--- src/rtl/micro_seq_pkg.sv ---
`default_nettype none
// ============================================================================
// micro_seq_pkg
//   Microword field positions, sequencer state encoding and opcode entry mapping.
//   Revision: 1.0
// ============================================================================
package micro_seq_pkg;

  localparam int UEND_BIT      = 43;
  localparam int UJMP_BIT      = 42;
  localparam int UTGT_HI       = 41;
  localparam int UTGT_LO       = 32;
  localparam int CTRL_HI       = 31;
  localparam int CTRL_LO       = 0;
  localparam int PKG_OP_W      = 8;
  localparam int PKG_SLOT_BITS = 2;
  localparam int PKG_UADDR_W   = PKG_OP_W + PKG_SLOT_BITS;

  typedef enum logic [1:0] {
    ST_IDLE = 2'd0,
    ST_RUN  = 2'd1,
    ST_HALT = 2'd2
  } useq_state_e;

  function automatic logic [PKG_UADDR_W-1:0] entry_addr(input logic [PKG_OP_W-1:0] op);
    return {op, {PKG_SLOT_BITS{1'b0}}};
  endfunction

endpackage
`default_nettype wire

--- src/rtl/useq_watchdog.sv ---
`default_nettype none
// ============================================================================
// useq_watchdog
//   Counts microinstructions of the current opcode; flags when the limit is hit.
//   Revision: 1.0
// ============================================================================
module useq_watchdog #(
  parameter int MAX_USTEPS = 16
) (
  input  logic clk,
  input  logic rst_n,
  input  logic clr_i,
  input  logic inc_i,
  output logic limit_o
);

  localparam int CNT_W = $clog2(MAX_USTEPS + 1);

  logic [CNT_W-1:0] cnt_q;
  logic [CNT_W-1:0] cnt_d;

  // Clear loads 1: the entry word itself is the first microinstruction.
  always_comb begin
    cnt_d = cnt_q;
    if (clr_i) begin
      cnt_d = CNT_W'(1);
    end else if (inc_i) begin
      cnt_d = cnt_q + CNT_W'(1);
    end
  end

  always_ff @(posedge clk or negedge rst_n) begin
    if (!rst_n) begin
      cnt_q <= '0;
    end else begin
      cnt_q <= cnt_d;
    end
  end

  assign limit_o = (cnt_q == CNT_W'(MAX_USTEPS));

endmodule
`default_nettype wire

--- src/rtl/micro_sequencer.sv ---
`default_nettype none
// ============================================================================
// micro_sequencer
//   Walks an opcode's microcode in a registered-address ROM and forwards control bits.
//   Revision: 1.0
// ============================================================================
module micro_sequencer
  import micro_seq_pkg::*;
#(
  parameter int OP_W       = 8,
  parameter int UADDR_W    = 10,
  parameter int UWORD_W    = 44,
  parameter int CTRL_W     = 32,
  parameter int SLOT_BITS  = 2,
  parameter int MAX_USTEPS = 16
) (
  input  logic               clk,
  input  logic               rst_n,
  input  logic               instr_valid_i,
  input  logic [OP_W-1:0]    instr_op_i,
  output logic               instr_ready_o,
  input  logic               cond_i,
  input  logic               stall_i,
  output logic [UADDR_W-1:0] rom_addr_o,
  input  logic [UWORD_W-1:0] rom_v_i,
  output logic [CTRL_W-1:0]  ctrl_o,
  output logic               ctrl_valid_o,
  output logic               fault_o
);

  localparam logic [UADDR_W-1:0] UPC_MAX = '1;

  useq_state_e        state_q, state_d;
  logic [UADDR_W-1:0] upc_q, upc_d;
  logic               fault_q, fault_d;

  logic [UADDR_W-1:0] w_entry;
  logic [UADDR_W-1:0] w_addr;
  logic               w_ready;
  logic               w_ctrl_valid;
  logic [CTRL_W-1:0]  w_ctrl;
  logic               w_accept;
  logic               w_take;
  logic               w_wd_clr;
  logic               w_wd_inc;
  logic               w_wd_limit;

  generate
    if (OP_W == PKG_OP_W && SLOT_BITS == PKG_SLOT_BITS && UADDR_W == PKG_UADDR_W) begin : g_pkg_entry
      assign w_entry = entry_addr(instr_op_i);
    end else begin : g_gen_entry
      assign w_entry = {instr_op_i, {SLOT_BITS{1'b0}}};
    end
  endgenerate

  // No opcode may be taken while reset is held, so the ROM address stays at 0.
  assign w_accept = instr_valid_i & rst_n;
  assign w_take   = rom_v_i[UJMP_BIT] & cond_i;

  useq_watchdog #(
    .MAX_USTEPS(MAX_USTEPS)
  ) u_watchdog (
    .clk    (clk),
    .rst_n  (rst_n),
    .clr_i  (w_wd_clr),
    .inc_i  (w_wd_inc),
    .limit_o(w_wd_limit)
  );

  always_comb begin
    state_d      = state_q;
    upc_d        = upc_q;
    fault_d      = fault_q;
    w_addr       = upc_q;
    w_ready      = 1'b0;
    w_ctrl_valid = 1'b0;
    w_ctrl       = '0;
    w_wd_clr     = 1'b0;
    w_wd_inc     = 1'b0;
    case (state_q)
      ST_IDLE: begin
        w_ready = 1'b1;
        if (w_accept) begin
          w_addr   = w_entry;
          upc_d    = w_entry;
          w_wd_clr = 1'b1;
          state_d  = ST_RUN;
        end
      end
      ST_RUN: begin
        w_ctrl       = rom_v_i[CTRL_HI:CTRL_LO];
        w_ctrl_valid = !stall_i;
        if (!stall_i) begin
          if (rom_v_i[UEND_BIT]) begin
            w_ready = 1'b1;
            if (w_accept) begin
              w_addr   = w_entry;
              upc_d    = w_entry;
              w_wd_clr = 1'b1;
            end else begin
              state_d = ST_IDLE;
            end
          end else if (w_wd_limit || (!w_take && upc_q == UPC_MAX)) begin
            // Runaway or falling off the top of the ROM: freeze until reset.
            state_d = ST_HALT;
            fault_d = 1'b1;
          end else begin
            w_addr   = w_take ? rom_v_i[UTGT_HI:UTGT_LO] : upc_q + UADDR_W'(1);
            upc_d    = w_addr;
            w_wd_inc = 1'b1;
          end
        end
      end
      ST_HALT: begin
        state_d = ST_HALT;
      end
      default: begin
        state_d = ST_IDLE;
      end
    endcase
  end

  always_ff @(posedge clk or negedge rst_n) begin
    if (!rst_n) begin
      state_q <= ST_IDLE;
      upc_q   <= '0;
      fault_q <= 1'b0;
    end else begin
      state_q <= state_d;
      upc_q   <= upc_d;
      fault_q <= fault_d;
    end
  end

  assign rom_addr_o    = w_addr;
  assign instr_ready_o = w_ready & rst_n;
  assign ctrl_o        = w_ctrl;
  assign ctrl_valid_o  = w_ctrl_valid;
  assign fault_o       = fault_q;

endmodule
`default_nettype wire

--- config.mk ---
export PLATFORM = sky130hd
export DESIGN_NAME = micro_sequencer
export DESIGN_NICKNAME = d
export VERILOG_FILES = /design/src/rtl/micro_seq_pkg.sv /design/src/rtl/useq_watchdog.sv /design/src/rtl/micro_sequencer.sv
export SDC_FILE = /design/constraint.sdc
export NUM_CORES = 1
export LEC_CHECK = 0
export CAP_MARGIN = 20
export CORE_MARGIN = 4
export CORE_UTILIZATION = 41
export CTS_CLUSTER_SIZE = 40
export DETAILED_ROUTE_END_ITERATION = 8
export GPL_ROUTABILITY_DRIVEN = 0
export PLACE_DENSITY = 0.88
export SYNTH_ARGS = -nofsm -noshare
export SYNTH_HDL_FRONTEND = slang
export SYNTH_SLANG_ARGS = --single-unit
export TNS_END_PERCENT = 20
--- constraint.sdc ---
create_clock -name clk -period 7.5 [get_ports clk]
set_input_delay 2.25 -clock clk [delete_from_list [all_inputs] [get_ports clk]]
set_output_delay 2.25 -clock clk [all_outputs]
set_load 0.02 [all_outputs]
Yosys cells after proc, flatten, opt, wreduce, memory -nomap -nowiden
Index checks and enable logic that the tools add are counted.
- bits of input ports: 57
- memory bits (read-only): 0
- bits in latches: 0
- bits in registers: 18
- memory bits (writable): 0
- output and inout bits: 45
- memories: 0
- shift operators: 0
- multipliers: 0
- muxes and demuxes: 27
- bitwise logic cells: 5
- equal/unequal tests: 8
- $add $sub $neg: 2
- reductions and logical operators: 8
- $lt $le $gt $ge: 0
- divide/modulo/power cells: 0
- operators by type and width (operator ; count):
    2-to-1 mux 10 bit ; 5
    2-to-1 mux 32 bit ; 1
    one-hot mux 10 bit (2 select lines) ; 1
    adder 10 x 1 -> 10 bit (second input constant) ; 1
    equality test 10 bit (second input constant) ; 1
    2-to-1 mux 1 bit ; 10
    2-to-1 mux 2 bit ; 5
    2-to-1 mux 5 bit ; 2
    AND reduction 4 bit ; 2
    != test 3 bit (second input constant) ; 2
    one-hot mux 2 bit (3 select lines) ; 1
    adder 5 x 1 -> 5 bit (second input constant) ; 1
    equality test 5 bit (second input constant) ; 1
    != test 2 bit (second input constant) ; 2
    one-hot mux 1 bit (2 select lines) ; 2
    AND 1 bit ; 3
    equality test 2 x 1 -> 1 bit (second input constant) ; 1
    equality test 2 bit (second input constant) ; 1
    zero test 1 bit ; 2
    zero test 2 bit ; 1
    NOT 1 bit ; 2
    nonzero test 2 bit ; 1
    logical AND 1 bit ; 1
    logical OR 1 bit ; 1

Longest topological paths before layout
- depth in word-level cells: 10
- mapped depth: 8
- depth with buffers taken out: 7

By module
Synthesis repeated with hierarchy kept, for this count alone.
- cell total of the unflattened synthesis: 229
- area total of the unflattened synthesis: 1816.7 µm²
- modules (own cells, without submodules) (module ; seq. area each (µm²) ; instances ; cells an instance ; area an instance (µm²)):
    micro_sequencer ; 325.3 ; 1 ; 202 ; 1512.7
    useq_watchdog ; 125.1 ; 1 ; 27 ; 304.0

Worst setup path before layout
Ideal clock, no wire load.
- kind: in2out
- start: input rom_v_i[42]
- end: output rom_addr_o[8]
- stages: 6
- buffers on the path: 1
- arrival: 3.688 ns
- slack: 1.562 ns
- path through: and2_1 > nor4b_4 > nor2_1 > buf_6 > o211a_1 > o21ai_0
- cells in the longest elaborated chain, start to end: 8
- elaborated cells between the ends (all ways): 9
- ends and longest elaborated chain (element ; line ; RTL):
    start: declaration ; micro_sequencer.sv:25 ; input logic [UWORD_W-1:0] rom_v_i,
    AND 1 bit * ; micro_sequencer.sv:58 ; assign w_take = rom_v_i[UJMP_BIT] & cond_i;
    zero test 1 bit ; micro_sequencer.sv:103 ; end else if (w_wd_limit || (!w_take && upc_q == UPC_MAX)) begin
    logical AND 1 bit ; micro_sequencer.sv:103 ;
    logical OR 1 bit ; micro_sequencer.sv:103 ;
    2-to-1 mux 10 bit * (2 in a row) ; n/a ;
    2-to-1 mux 10 bit * ; micro_sequencer.sv:93 ; if (!stall_i) begin
    one-hot mux 10 bit (2 select lines) * ; n/a ;
    end: declaration ; micro_sequencer.sv:24 ; output logic [UADDR_W-1:0] rom_addr_o,
Every way passes the cells marked *; elsewhere a longest branch is shown, timed or not.

Final worst setup path
- start: input rom_v_i[42]
- end: output rom_addr_o[1]
Same word-level chain as after synthesis.

==> results.md <==
* Hold Vio Cnt, Final at 0
* Crit path from: rom_v_i[42]
* Clock Tree Buf Depth at 2
* Pre-Repair DR Iteration Count at 4
* Gate power share at 52.6%
* Hold-fix buffers, CTS at 0
* Post-route clock period utilization at 96.2%
* Final WS setup at 287 ps
* Clock Power Share at 16.6%
* Hold Crit Class: reg -> reg
* Design area at 0.00279 mm²
* FILL cells at 317
* Number of synthesized flops with an enable pin at 0
* Rows at 23
* Switching Share at 40.3%
* Flop and latch count out of synthesis at 18
* NumNets Final at 375
* Distinct cells, synth at 48
* Crit end category: output pin
* Grt ovf at 0
* Fmax at 0.139 GHz
* CP Data Required Time at 5250 ps
* RSZ-0062 raised after global routing: no
* CTS tree: done
* P_sw at 0.000205 W
* Clock Sinks at 18
* ANT nets after route at 0
* Die width at 72.5 µm
* Cell count after synthesis at 218
* First-pass GRT wire length at 9.66 mm
* Status: completed
* RR Endpoint: upc_q[1]$_DFF_PN0_
* Synth Flop Type: dfrtp_1
* Post-Syn Area at 0.00171 mm²
* Core Util, Final at 69.7%
* Pre-CTS setup slack at 304 ps
* Clock period minus worst slack at 7210 ps
* Share of post-route cells with drive strength above 1 at 6.37%
* DRT iter0 DRCs at 141
* Diode count at 0
* I/O Buffers at 101
* Finished Layout Cells at 364
* Via density at 5.56
* CP Data Arrival Time at 4960 ps
* Post-synthesis net count at 278
* Avg Cell Area, Syn at 7.83 µm²
* Cts repair resizes at 0
* Total global-route track usage at 23.2%
* WS Path Type: in -> out
* Core Area at 0.00400 mm²
* Final setup fails at 0
* DIE AREA at 0.00526 mm²
* Drt total wl at 6.11 mm
* Num CTS Buffers at 3
* Average wire per standard cell at 16.8 µm
* Setup Buffers After CTS at 0
* Vert. Die Dim at 72.5 µm
* # H-tree levels at 1
* VDD IR max at 156 µV
* IO Count at 102
* Area of placed instances at 0.00273 mm²
* Slew Viols, Final at 0
* Reg2reg setup slack at 4940 ps
* Largest net degree at the start of global routing at 41
* Syn-to-layout area delta at 63.3%
* Crit Reg-Reg Startpoint: upc_q[0]$_DFF_PN0_
* Commonest cells after routing, fill and taps aside: 101 x clkdlybuf4s50_1, 34 x and2_1, 21 x nor2_1, 18 x dfrtp_1, 15 x nand2_1
* Reg power frac at 30.8%
* Cell area power density at 183 mW/mm²
* Initial Util at 42.7%
* Max Cap Viol at 0
* Initial antenna violation count at 0
* Vias in the first global route at 1958
* Pleak at 1.12 nW
* Sequential area share after synthesis at 26.4%
* DR vias at 2023
* Setup_tns at 0 ps
* Slew headroom at 37.1%
* Synth warnings at 0
* Detailed Place HPWL at 4.77 mm
* Pint at 0.000304 W
* Worst Skew at 1.69 ps
* CP Max Fanout at 12
* Commonest non-fill, non-tap cell in the layout: clkdlybuf4s50_1
* Dpl cells at 360
* Root buf cell: clkbuf_8
* Cell count of the worst reg-to-reg path at 6
* Crit start category: input pin
* Async set or reset register ratio after synthesis at 100%
* Clk slew on worst S/H paths at 70 ps
* Skew-Pair Late Insertion Delay at 260 ps
* Worst slew pin tran at 937 ps
* Worst setup path end: rom_addr_o[1]
* # DRC at 0
critical path, stage by stage:
cell	delay (ps)
clkdlybuf4s50_1	470
and2_1	280
nor4b_4	100
nor2_1	680
o21ai_0	300
a22o_1	330
clkdlybuf4s50_1	540
final cells by class:
type	instances	area, µm²	share of cell area [%]
Clock buffer	4	55.1	1.97
Inverter	8	30.0	1.08
Multi-Input combinational cell	178	1140	40.9
Sequential cell	18	450	16.2
Tap cell	50	62.6	2.24
Timing Repair Buffer	106	1050	37.6
logic make-up after synthesis:
family / count (synthesis) / synth area share (%)
buf+inv: 22 / 6.89
flops: 18 / 26.4
compound gates: 70 / 29.2
simple gates: 97 / 30.9
mux: 4 / 2.42
xor+xnor: 4 / 2.05
fa+ha+maj: 3 / 2.20
worst min path at each step:
stage | slack, ps | cells after the start | end | start
2_1_floorplan | 490 | 1 | u_watchdog.cnt_q[2]$_DFFE_PN0P_ | u_watchdog.cnt_q[2]$_DFFE_PN0P_
3_3_place_gp | 470 | 1 | fault_o$_DFFE_PN0P_ | fault_o$_DFFE_PN0P_
3_5_place_dp | 480 | 1 | fault_o$_DFFE_PN0P_ | fault_o$_DFFE_PN0P_
4_1_cts | 500 | 1 | fault_o$_DFFE_PN0P_ | fault_o$_DFFE_PN0P_
5_1_grt | 530 | 1 | fault_o$_DFFE_PN0P_ | fault_o$_DFFE_PN0P_
6_report | 500 | 1 | fault_o$_DFFE_PN0P_ | fault_o$_DFFE_PN0P_
stage by stage:
step	hold WS, ps	power (W)
after global placement	471	0.000418
after global routing	530	0.000539
after CTS	503	0.000510
after floorplan	489	0.000301
final	500	0.000510
after detailed placement	477	0.000424
Yosys cell counts (4+ instances only):
master	instances	area, µm²
a21oi_1	11	55.1
xnor2_1	4	35.0
nand2_1	15	56.3
dfrtp_1	18	450
clkbuf_1	8	30.0
nor2_1	21	78.8
o221ai_1	6	52.6
inv_1	8	30.0
buf_6	4	45.0
and2_1	34	213
a22oi_1	8	60.1
nand3_1	8	40.0
o21ai_0	12	60.1
a31oi_1	8	50.1
state kept, by name (all words and copies together) (netlist names):
register,cells
fault_o,1
state_q,2
u_watchdog.cnt_q,5
upc_q,10
power by group through the flow:
stage,clock network (W),registers (W),logic (W)
3_5_place_dp,0,0.000157,0.000267
4_1_cts,0.0000853,0.000155,0.000269
6_report,0.0000846,0.000157,0.000268
2_1_floorplan,0,0.000138,0.000163
5_1_grt,0.0000887,0.000162,0.000288
3_3_place_gp,0,0.000156,0.000262
metal layers:
layer  track usage [%]  share of wire, %  vias to the layer above  routed length, µm
met3              3.88               7.2                        9                442
met2              38.8                52                       85               3170
met1              31.2                40                      944               2430
li1                  -                 -                      985                  -
met4              5.53               1.1                        0                 70
met5                 0                 0                        -                  0
No activity file was read; power rests on OpenSTA's default activity.
